### src/rtl/life_pkg.sv
// Shared encodings, FSM states and Life rule constants for the life engine.
package life_pkg;

  localparam logic [1:0] MODE_IDLE  = 2'b00;
  localparam logic [1:0] MODE_PROG  = 2'b01;
  localparam logic [1:0] MODE_RUN   = 2'b10;
  localparam logic [1:0] MODE_PAUSE = 2'b11;

  typedef enum logic [2:0] {
    S_IDLE    = 3'd0,
    S_PROG    = 3'd1,
    S_COMPUTE = 3'd2,
    S_COMMIT  = 3'd3,
    S_PAUSE   = 3'd4
  } fsm_t;

  localparam int BIRTH       = 3;
  localparam int SURVIVE_MIN = 2;
  localparam int SURVIVE_MAX = 3;
  localparam int GEN_W       = 16;

  function automatic logic next_cell(input logic alive, input logic [3:0] n);
    if (alive) return (n >= 4'(SURVIVE_MIN)) && (n <= 4'(SURVIVE_MAX));
    return n == 4'(BIRTH);
  endfunction

endpackage

### src/rtl/life_row_eval.sv
// Combinational next-generation evaluation of one grid row from its three source rows.
// Column neighbours wrap when LIFE_WRAP_EN is defined, otherwise off-grid cells are dead.
module life_row_eval
  import life_pkg::*;
#(
  parameter int COLS = 7
) (
  input  logic [COLS-1:0] above,
  input  logic [COLS-1:0] cur,
  input  logic [COLS-1:0] below,
  output logic [COLS-1:0] nxt
);

  // Extended rows: bit 0 is column -1, bit COLS+1 is column COLS.
  logic [COLS+1:0] a_ext;
  logic [COLS+1:0] m_ext;
  logic [COLS+1:0] b_ext;
  logic [3:0]      n;

  always_comb begin
`ifdef LIFE_WRAP_EN
    a_ext = {above[0], above, above[COLS-1]};
    m_ext = {cur[0], cur, cur[COLS-1]};
    b_ext = {below[0], below, below[COLS-1]};
`else
    a_ext = {1'b0, above, 1'b0};
    m_ext = {1'b0, cur, 1'b0};
    b_ext = {1'b0, below, 1'b0};
`endif
    nxt = '0;
    n   = '0;
    for (int c = 0; c < COLS; c++) begin
      n = 4'(a_ext[c]) + 4'(a_ext[c+1]) + 4'(a_ext[c+2]) +
          4'(m_ext[c])                  + 4'(m_ext[c+2]) +
          4'(b_ext[c]) + 4'(b_ext[c+1]) + 4'(b_ext[c+2]);
      nxt[c] = next_cell(m_ext[c+1], n);
    end
  end

endmodule

### src/rtl/life_engine_param.sv
// Row-serial Game of Life engine: one row per clka negedge into a shadow buffer, then commit.
// Build option LIFE_WRAP_EN selects a toroidal grid; default is a bounded plane.
module life_engine_param
  import life_pkg::*;
#(
  parameter int ROWS = 7,
  parameter int COLS = 7
) (
  input  logic                 clka,
  input  logic                 stop,
  input  logic [1:0]           state,
  input  logic                 btn0,
  input  logic                 btn1,
  output logic [ROWS*COLS-1:0] grid,
  output logic [GEN_W-1:0]     gen_count,
  output logic                 busy,
  output logic                 stable,
  output logic                 extinct,
  output logic [2:0]           dbg_state
);

  localparam int CELLS = ROWS * COLS;
  localparam int RW    = $clog2(ROWS);
  localparam int CW    = $clog2(CELLS);

  fsm_t            fsm, fsm_nxt;
  logic [RW-1:0]   row, row_nxt;
  logic [CW-1:0]   cursor;
  logic [CELLS-1:0] shadow;
  logic            btn0_q, btn1_q;
  logic            rise0, rise1;
  logic            do_clear, do_row, do_commit, do_prog;
  logic [COLS-1:0] row_above, row_cur, row_below, row_next;

  assign rise0     = btn0 & ~btn0_q;
  assign rise1     = btn1 & ~btn1_q;
  assign busy      = (fsm == S_COMPUTE) || (fsm == S_COMMIT);
  assign dbg_state = fsm;

  // Source rows always come from grid, so the shadow fill never sees partial results.
  always_comb begin
    row_cur   = grid[int'(row)*COLS +: COLS];
    row_above = '0;
    row_below = '0;
    if (row != '0) row_above = grid[(int'(row)-1)*COLS +: COLS];
`ifdef LIFE_WRAP_EN
    else           row_above = grid[(ROWS-1)*COLS +: COLS];
`endif
    if (row != RW'(ROWS-1)) row_below = grid[(int'(row)+1)*COLS +: COLS];
`ifdef LIFE_WRAP_EN
    else                    row_below = grid[0 +: COLS];
`endif
  end

  life_row_eval #(.COLS(COLS)) u_row_eval (
    .above (row_above),
    .cur   (row_cur),
    .below (row_below),
    .nxt   (row_next)
  );

  always_ff @(negedge clka or posedge stop) begin
    if (stop) begin
      fsm <= S_IDLE;
      row <= '0;
    end else begin
      fsm <= fsm_nxt;
      row <= row_nxt;
    end
  end

  // A commit is atomic: once in S_COMMIT it completes whatever mode follows, unless idle clears.
  always_comb begin
    fsm_nxt   = fsm;
    row_nxt   = '0;
    do_clear  = 1'b0;
    do_row    = 1'b0;
    do_commit = (fsm == S_COMMIT);
    do_prog   = 1'b0;
    case (state)
      MODE_IDLE: begin
        fsm_nxt  = S_IDLE;
        do_clear = 1'b1;
      end
      MODE_PROG: begin
        fsm_nxt = S_PROG;
        do_prog = (fsm != S_COMMIT) && (rise0 ^ rise1);
      end
      MODE_RUN: begin
        if (fsm == S_COMPUTE) begin
          do_row = 1'b1;
          if (row == RW'(ROWS-1)) begin
            fsm_nxt = S_COMMIT;
          end else begin
            fsm_nxt = S_COMPUTE;
            row_nxt = row + 1'b1;
          end
        end else begin
          fsm_nxt = S_COMPUTE;
        end
      end
      default: fsm_nxt = S_PAUSE;
    endcase
  end

  always_ff @(negedge clka or posedge stop) begin
    if (stop) begin
      grid      <= '0;
      shadow    <= '0;
      cursor    <= '0;
      gen_count <= '0;
      stable    <= 1'b0;
      extinct   <= 1'b0;
      btn0_q    <= 1'b0;
      btn1_q    <= 1'b0;
    end else begin
      btn0_q <= btn0;
      btn1_q <= btn1;
      if (do_clear) begin
        grid      <= '0;
        shadow    <= '0;
        cursor    <= '0;
        gen_count <= '0;
        stable    <= 1'b0;
        extinct   <= 1'b0;
      end else begin
        if (do_row) shadow[int'(row)*COLS +: COLS] <= row_next;
        if (do_commit) begin
          grid      <= shadow;
          gen_count <= (gen_count == '1) ? gen_count : gen_count + 1'b1;
          stable    <= (shadow == grid);
          extinct   <= (shadow == '0);
        end
        if (do_prog) begin
          grid[cursor] <= rise1;
          cursor       <= (cursor == CW'(CELLS-1)) ? '0 : cursor + 1'b1;
          stable       <= 1'b0;
          extinct      <= 1'b0;
        end
      end
    end
  end

endmodule

### config.mk
export PLATFORM = sky130hd
export DESIGN_NAME = life_engine_param
export DESIGN_NICKNAME = d
export VERILOG_FILES = /design/src/rtl/life_pkg.sv /design/src/rtl/life_row_eval.sv /design/src/rtl/life_engine_param.sv
export SDC_FILE = /design/constraint.sdc
export NUM_CORES = 1
export LEC_CHECK = 0
export CAP_MARGIN = 25
export CORE_MARGIN = 4
export CORE_UTILIZATION = 39
export CTS_CLUSTER_SIZE = 20
export DETAILED_ROUTE_END_ITERATION = 10
export PLACE_DENSITY_LB_ADDON = 0.25
export SLEW_MARGIN = 15
export SYNTH_ARGS = -nofsm -noshare
export SYNTH_HDL_FRONTEND = slang
export SYNTH_SLANG_ARGS = --single-unit
### constraint.sdc
create_clock -name clka -period 19.44 [get_ports clka]
set_clock_uncertainty 0.1 [all_clocks]
set_input_delay 3.888 -clock clka [delete_from_list [all_inputs] [get_ports clka]]
set_output_delay 3.888 -clock clka [all_outputs]
set_load 0.1 [all_outputs]
### Yosys cells after proc, flatten, opt, wreduce, memory -nomap -nowiden

Index checks and enable logic that the tools add are counted.

| storage, ports and cells | value |
|---|---|
| bits in registers | 130 |
| input bits | 6 |
| output and inout bits | 71 |

| operators by class | value |
|---|---|
| add/subtract/negate cells | 48 |
| multipliers | 3 |
| $lt $le $gt $ge | 16 |
| equal/unequal tests | 18 |
| shift operators | 5 |
| muxes and demuxes | 55 |
| bitwise gates (word level) | 5 |
| reductions and logical operators | 18 |

Operators by type and width:

| operator | count |
|---|---|
| $mux W49 | 6 |
| $add A4 B1 Y4 | 36 |
| $bwmux W49 | 2 |
| $shiftx A49 B8 Y7 | 2 |
| $eq A49 B49 Y1 | 1 |
| $logic_not A49 Y1 | 1 |
| $shift A7 B33 Y49 const A | 1 |
| $shiftx A49 B32 Y7 | 1 |
| $shiftx A7 B33 Y49 | 1 |
| $mux W16 | 3 |
| $mux W1 | 33 |
| $neg A6 Y33 | 1 |
| $eq A4 B2 Y1 const B | 7 |
| $ge A4 B2 Y1 const B | 7 |
| $le A4 B2 Y1 const B | 7 |
| $mux W6 | 3 |
| $add A16 B1 Y16 const B | 1 |
| $eq A16 B16 Y1 const B | 1 |
| $mux W7 | 2 |
| $add A1 B1 Y2 | 6 |
| $mux W3 | 4 |
| $logic_and A1 B1 Y1 | 9 |
| $pmux W3 S3 | 1 |
| $mul A4 B4 Y8 const B | 1 |
| other kinds (25) | 31 |

### Logic depth before layout (Yosys ltp)

Gate-level depths: netlist of run 1.

| logic depth | value |
|---|---|
| word-level depth | 19 |
| gate-level depth with buffers | 34 |
| depth with buffers taken out | 29 |

### Modules after synthesis

Synthesis of run 1 repeated with hierarchy kept, for this count alone.

| unflattened totals | value |
|---|---|
| cells, all modules | 1,238 |
| area, all modules | 11,661.2 um^2 |

By module, submodules not included:

| module | times used | cells each | area each (um^2) |
|---|---|---|---|
| life_engine_param | 1 | 1,121 | 10,617.7 |
| life_row_eval | 1 | 117 | 1,043.5 |

==> results.txt, run 1 <==
Nets -> 1455
Post-Syn Area -> 0.0119 mm²
First-pass GRT wire length -> 72900 µm
Setup violations, final -> 0
Vias per inst -> 6.65
Total Power -> 754 µW
Yosys top cell by area -> dfrtn_1
Crit path required time -> 9.84 ns
Fin worst setup slack -> 2.72 ns
Final hold slack -> 0.411 ns
Share of layout cells above drive strength 1 -> 10.0%
EDFF count, synth -> 0
Vias in the first global route -> 11500
Pleak -> 5.83 nW
Final Hold Fails -> 0
Crit path max-delay cell type -> nor2_1
Initial DRC count -> 1455
HP Class -> flop to flop
RSZ-0062 raised after global routing -> false
Status -> completed
Routed WL per cell -> 26.9 µm
Synth Flop Type -> dfrtn_1
R2R cell count -> 32
Syn Inst Count -> 1384
Pre-CTS WS -> 2.35 ns
Reg area -> 0.00325 mm²
Worst hold start -> extinct
Final Wtd Congestion -> 1.02
Worst setup SP type -> input pin
Max incr delay on CP -> 0.77 ns
Min-Delay Endpoint -> extinct
Clk Latency, worst-skew pair -> 0.39 ns
Most Frequent Cell on Critical Path -> nor2_1
IO Count -> 77
CTS tree -> yes
Cts hold-fix bufs -> 0
Clk buf depth -> 2
Rows -> 63
DR DRC count -> 0
Fin Setup TNS -> 0 ns
RR Startpoint -> row[1]
Area of the core -> 0.0299 mm²
Die W -> 183 µm
Most common cell in the netlist -> dfrtn_1
Setup bufs post-CTS -> 0
TritonCTS Sinks -> 130
Buf/Inv on CP -> 2
Yosys reg bits -> 130
Top post-synthesis cells by count -> dfrtn_1, nor2_1, a21oi_1
Reg2reg end -> shadow[36]
Clock transition at path regs -> 0.04 ns
CP Capture Type -> flop
Chip Height -> 183 µm
Synth unique cells -> 89
Worst-path maximum fanout -> 50
Hold depth -> 1
FFs w/ async S/R, synth -> 100%
Critical path class -> input pin to flop
# port buffers -> 76
CTS Buf Count -> 17
CTS H-tree lvls -> 4
# resized after CTS -> 0
Max-Cap Viols -> 0
CP Cell Sequence -> clkdlybuf4s50_1 > nor2b_4 > buf_4 > xnor2_1 > nand4b_1 > or2_2 > nor2_1 > a21oi_1 > a31oi_1 > nor2_1
Final HPWL DP -> 33700 µm
Top post-synthesis cells by area -> dfrtn_1, mux2i_1, mux4_2, fa_1, a21oi_1
Largest net degree at the start of global routing -> 75
Syn Nets -> 1453
Max-slew violations -> 0
Pwr dens -> 55.8 mW/mm²
Syn Area/Cell -> 8.61 µm²
Final wirelength -> 48000 µm
Normalized max-slew margin -> 20.1%
Root Buffer -> clkbuf_16
GRT Util Overall -> 28.3%
Multi-input gate area -> 0.00794 mm²
Reg2Reg Setup Slack -> 8.17 ns
Pre-antenna DRT Iters -> 6
Number of fill cells -> 2914
YS warnings -> 0
Number of antenna-violating nets in the routed design -> 0
Largest delay share family, worst path -> simple AND/OR/NAND/NOR gates
Via count -> 11900
Die area -> 0.0334 mm²
Critical Path AT -> 7.11 ns
Initial cell density of the core -> 39.9%
Peak supply drop -> 66.3 µV
P&R area growth vs syn -> 13.5%
Worst-Margin Slew -> 1.20 ns
Initial antenna violation count -> 0
Register area share after synthesis -> 27.3%
Overflow after GRT -> 0
Synth top area share -> 27.3%
## kinds of logic after synthesis
| logic type | after synthesis | share of synthesized area, % |
|---|---|---|
| simple gates | 429 | 17.9 |
| compound gates | 396 | 22.6 |
| buf+inv | 184 | 6.54 |
| flops | 130 | 27.3 |
| mux | 116 | 12.5 |
| xor+xnor | 66 | 4.85 |
| fa+ha+maj | 63 | 8.31 |
## sequential cells by signal, indices dropped and copies added (netlist names)
| signal | count |
|---|---|
| grid | 49 |
| shadow | 49 |
| gen_count | 16 |
| cursor | 6 |
| dbg_state | 3 |
| row | 3 |
| btn0_q | 1 |
| btn1_q | 1 |
| extinct | 1 |
| stable | 1 |
## cells in the final DEF, fill, tap and decap left out, types with 22 or more instances in the layout
master / count
fa_1: 27
mux4_2: 25
mux2i_1: 74
xnor2_1: 26
nor2_1: 112
xor2_1: 40
a31oi_1: 70
nand2_1: 100
inv_1: 57
o21ai_0: 65
a22o_1: 36
nor4_1: 25
ha_1: 35
clkdlybuf4s50_1: 76
nor3_1: 22
buf_4: 28
nand3_1: 49
a21oi_1: 106
dfrtn_1: 130
## worst max-delay path by stage
stage | to | slack (ns) | cells past startpoint | start
2_1_floorplan | btn0_q | 2.41 | 1 | stop
3_3_place_gp | grid[40] | 2.37 | 10 | btn1
3_5_place_dp | grid[28] | 2.35 | 10 | btn1
4_1_cts | grid[28] | 2.72 | 10 | btn1
5_1_grt | grid[46] | 2.40 | 10 | btn1
6_report | grid[27] | 2.72 | 10 | btn1
## stage by stage
step / cell area [µm²] / utilization [%] / std cells
2_1_floorplan: 11900 / - / 1384
3_3_place_gp: 12900 / 43.2 / 1756
3_5_place_dp: 12900 / 43.2 / 1756
4_1_cts: 13500 / 45.2 / 1787
5_1_grt: 13500 / 45.3 / 1788
6_report: 13500 / 45.3 / 1789
## cell type report
cell class / count / share of cell area (%)
timing repair buffer: 105 / 7.22
tap: 390 / 3.61
clock inverter: 10 / 1.16
antenna: 1 / 0.0185
clock buffer: 21 / 3.48
sequential: 130 / 24.1
multi-input combinational: 1070 / 58.7
inverter: 62 / 1.76
## where the power goes
| part | internal [mW] | switching (mW) |
|---|---|---|
| Combinational | 0.0335 | 0.100 |
| Sequential | 0.274 | 0.00328 |
| Clock | 0.223 | 0.120 |
## per-layer routing
| metal | track usage [%] | up-vias | wire (µm) |
|---|---|---|---|
| met5 | 0 | - | 0 |
| met4 | 16.0 | 0 | 2970 |
| met3 | 5.32 | 213 | 4770 |
| met2 | 43.2 | 788 | 21300 |
| met1 | 37.9 | 5766 | 19000 |
| li1 | - | 5125 | - |
## worst reg2reg max path, delay by kind of cell, from the launching register on
family	cells	cell delay, ns
compound gates	7	1.91
simple gates	5	2.21
fa+ha+maj	9	3.54
flops	1	0.39
buf+inv	11	3.16
(Power assumes the default switching activity.)
==> run 2, diff against run 1 <==
Settings changed: CORE_ASPECT_RATIO from default to 2, GPL_TIMING_DRIVEN from default to 0.
==> run 2 against run 1 <==
Effect of this change:
- combinational power up 18%
- critical path depth up 1
- sequential share of layout area down 0.62 points
- via count up 8.3%
- design area up 2.6%
- sequential power about the same
- global-route usage up 12 points
- die area up 0.51%
- worst setup slack worse by 0.21 ns
- final cell count up 4.5%
==> results.txt, run 2 (synthesis results as in run 1) <==
Status -> completed
Nets -> 1556
Number of fill cells -> 3072
DR DRC count -> 0
Min-Delay Endpoint -> extinct
Largest net degree at the start of global routing -> 84
GR met2 Demand/Resource -> 69.6%
Rows -> 90
RSZ-0062 raised after global routing -> false
Overflow after GRT -> 0
CTS tree -> yes
Worst hold start -> extinct
Initial antenna violation count -> 3
Top Registers -> grid: 49 flops, shadow: 49 flops, gen_count: 16 flops
Max-slew violations -> 0
Vias per inst -> 6.89
HP Class -> flop to flop
Reg2Reg Setup Slack -> 6.83 ns
CTS H-tree lvls -> 4
CTS Buf Count -> 17
Setup bufs post-CTS -> 0
Reg area -> 0.00325 mm²
Vias in the first global route -> 12900
Clk buf depth -> 2
DP Area -> 0.0132 mm²
First-pass GRT wire length -> 95100 µm
GRT Max-Usage Layer -> met2
Via count -> 12900
Critical Path AT -> 7.33 ns
Worst-Margin Slew -> 1.24 ns
Clock transition at path regs -> 0.04 ns
TritonCTS Sinks -> 130
Pre-antenna DRT Iters -> 5
Area of the core -> 0.0302 mm²
Pleak -> 6.02 nW
# resized after CTS -> 0
Crit path required time -> 9.85 ns
Initial cell density of the core -> 39.5%
R2R cell count -> 29
Die W -> 132 µm
Post-route cell area -> 0.0139 mm²
# port buffers -> 76
Final Wtd Congestion -> 1.05
GR Util met3 -> 11.5%
Cts hold-fix bufs -> 0
Critical path class -> input pin to flop
Max-Cap Viols -> 0
Final HPWL DP -> 51600 µm
Reg2reg end -> shadow[26]
Peak supply drop -> 81.1 µV
Worst setup SP type -> input pin
Number of antenna-violating nets in the routed design -> 0
RR Startpoint -> row[0]
P&R area growth vs syn -> 16.5%
Root Buffer -> clkbuf_16
CP Capture Type -> flop
Normalized max-slew margin -> 16.9%
Setup violations, final -> 0
GRT Util Overall -> 39.9%
Share of layout cells above drive strength 1 -> 9.87%
Most frequent cells in the layout -> dfrtn_1, nor2_1, a21oi_1, nand2_1, clkbuf_1
Final wirelength -> 67200 µm
Final Hold Fails -> 0
Hold depth -> 1
Met1 Use GR -> 34.9%
Initial DRC count -> 1382
Chip Height -> 255 µm
Clk Latency, worst-skew pair -> 0.41 ns
Multi-input gate area -> 0.00790 mm²
Fin Setup TNS -> 0 ns
IO Count -> 77
Die area -> 0.0336 mm²
Routed WL per cell -> 36.0 µm
Most common cell after layout, fill and taps aside -> dfrtn_1
Pwr dens -> 57.1 mW/mm²
Worst-path maximum fanout -> 10
[run 2: power breakdown]
part	total (mW)	internal (mW)	leakage [nW]	switching (mW)
clock network	0.358	0.237	0.317	0.121
registers	0.277	0.274	1.81	0.00240
logic	0.158	0.0381	3.90	0.120
total	0.793	0.550	6.02	0.243
[run 2: worst max path at each step]
stage | start | to | slack (ns) | cells past startpoint
3_3_place_gp | stop | grid[31] | 0.57 | 2
3_5_place_dp | btn1 | grid[31] | 2.19 | 11
6_report | btn1 | grid[31] | 2.52 | 11
2_1_floorplan | stop | btn0_q | 2.41 | 1
5_1_grt | btn1 | grid[38] | 2.36 | 11
4_1_cts | btn1 | grid[31] | 2.58 | 11
[run 2: cell type report]
cell class | instances | area share, %
multi-input combinational | 1070 | 56.9
tap | 368 | 3.32
buffer | 122 | 3.94
inverter | 62 | 1.71
clock buffer | 23 | 3.44
clock inverter | 9 | 1.27
sequential | 130 | 23.4
timing repair buffer | 84 | 5.99
antenna | 1 | 0.0180
[run 2: layer usage]
layer,vias up,part of all wire (%)
li1,5322,-
met1,6211,29
met2,902,50
met3,445,7.3
met4,2,14
met5,-,0.015
[run 2: critical path, stage by stage]
cell and delay, ns:
clkdlybuf4s50_1 0.42, nor2b_1 0.14, clkbuf_1 0.17, xnor2_1 0.52, nand4b_1 0.52, or2_2 0.48, nor2_1 0.45, buf_2 0.32
a21oi_1 0.09, a31oi_1 0.24, nor2_1 0.08
[run 2: per-stage QoR]
step	utilization [%]	setup slack, ns	power (mW)	hold slack (ns)	cells
finish	46.0	2.52	0.793	0.371	1869
global route	46.0	2.36	0.811	0.399	1868
CTS	45.9	2.58	0.786	0.371	1863
detailed placement	43.7	2.19	0.430	0.364	1831
global placement	43.5	0.566	0.432	0.359	1828
floorplan	-	2.41	0.373	0.367	1384
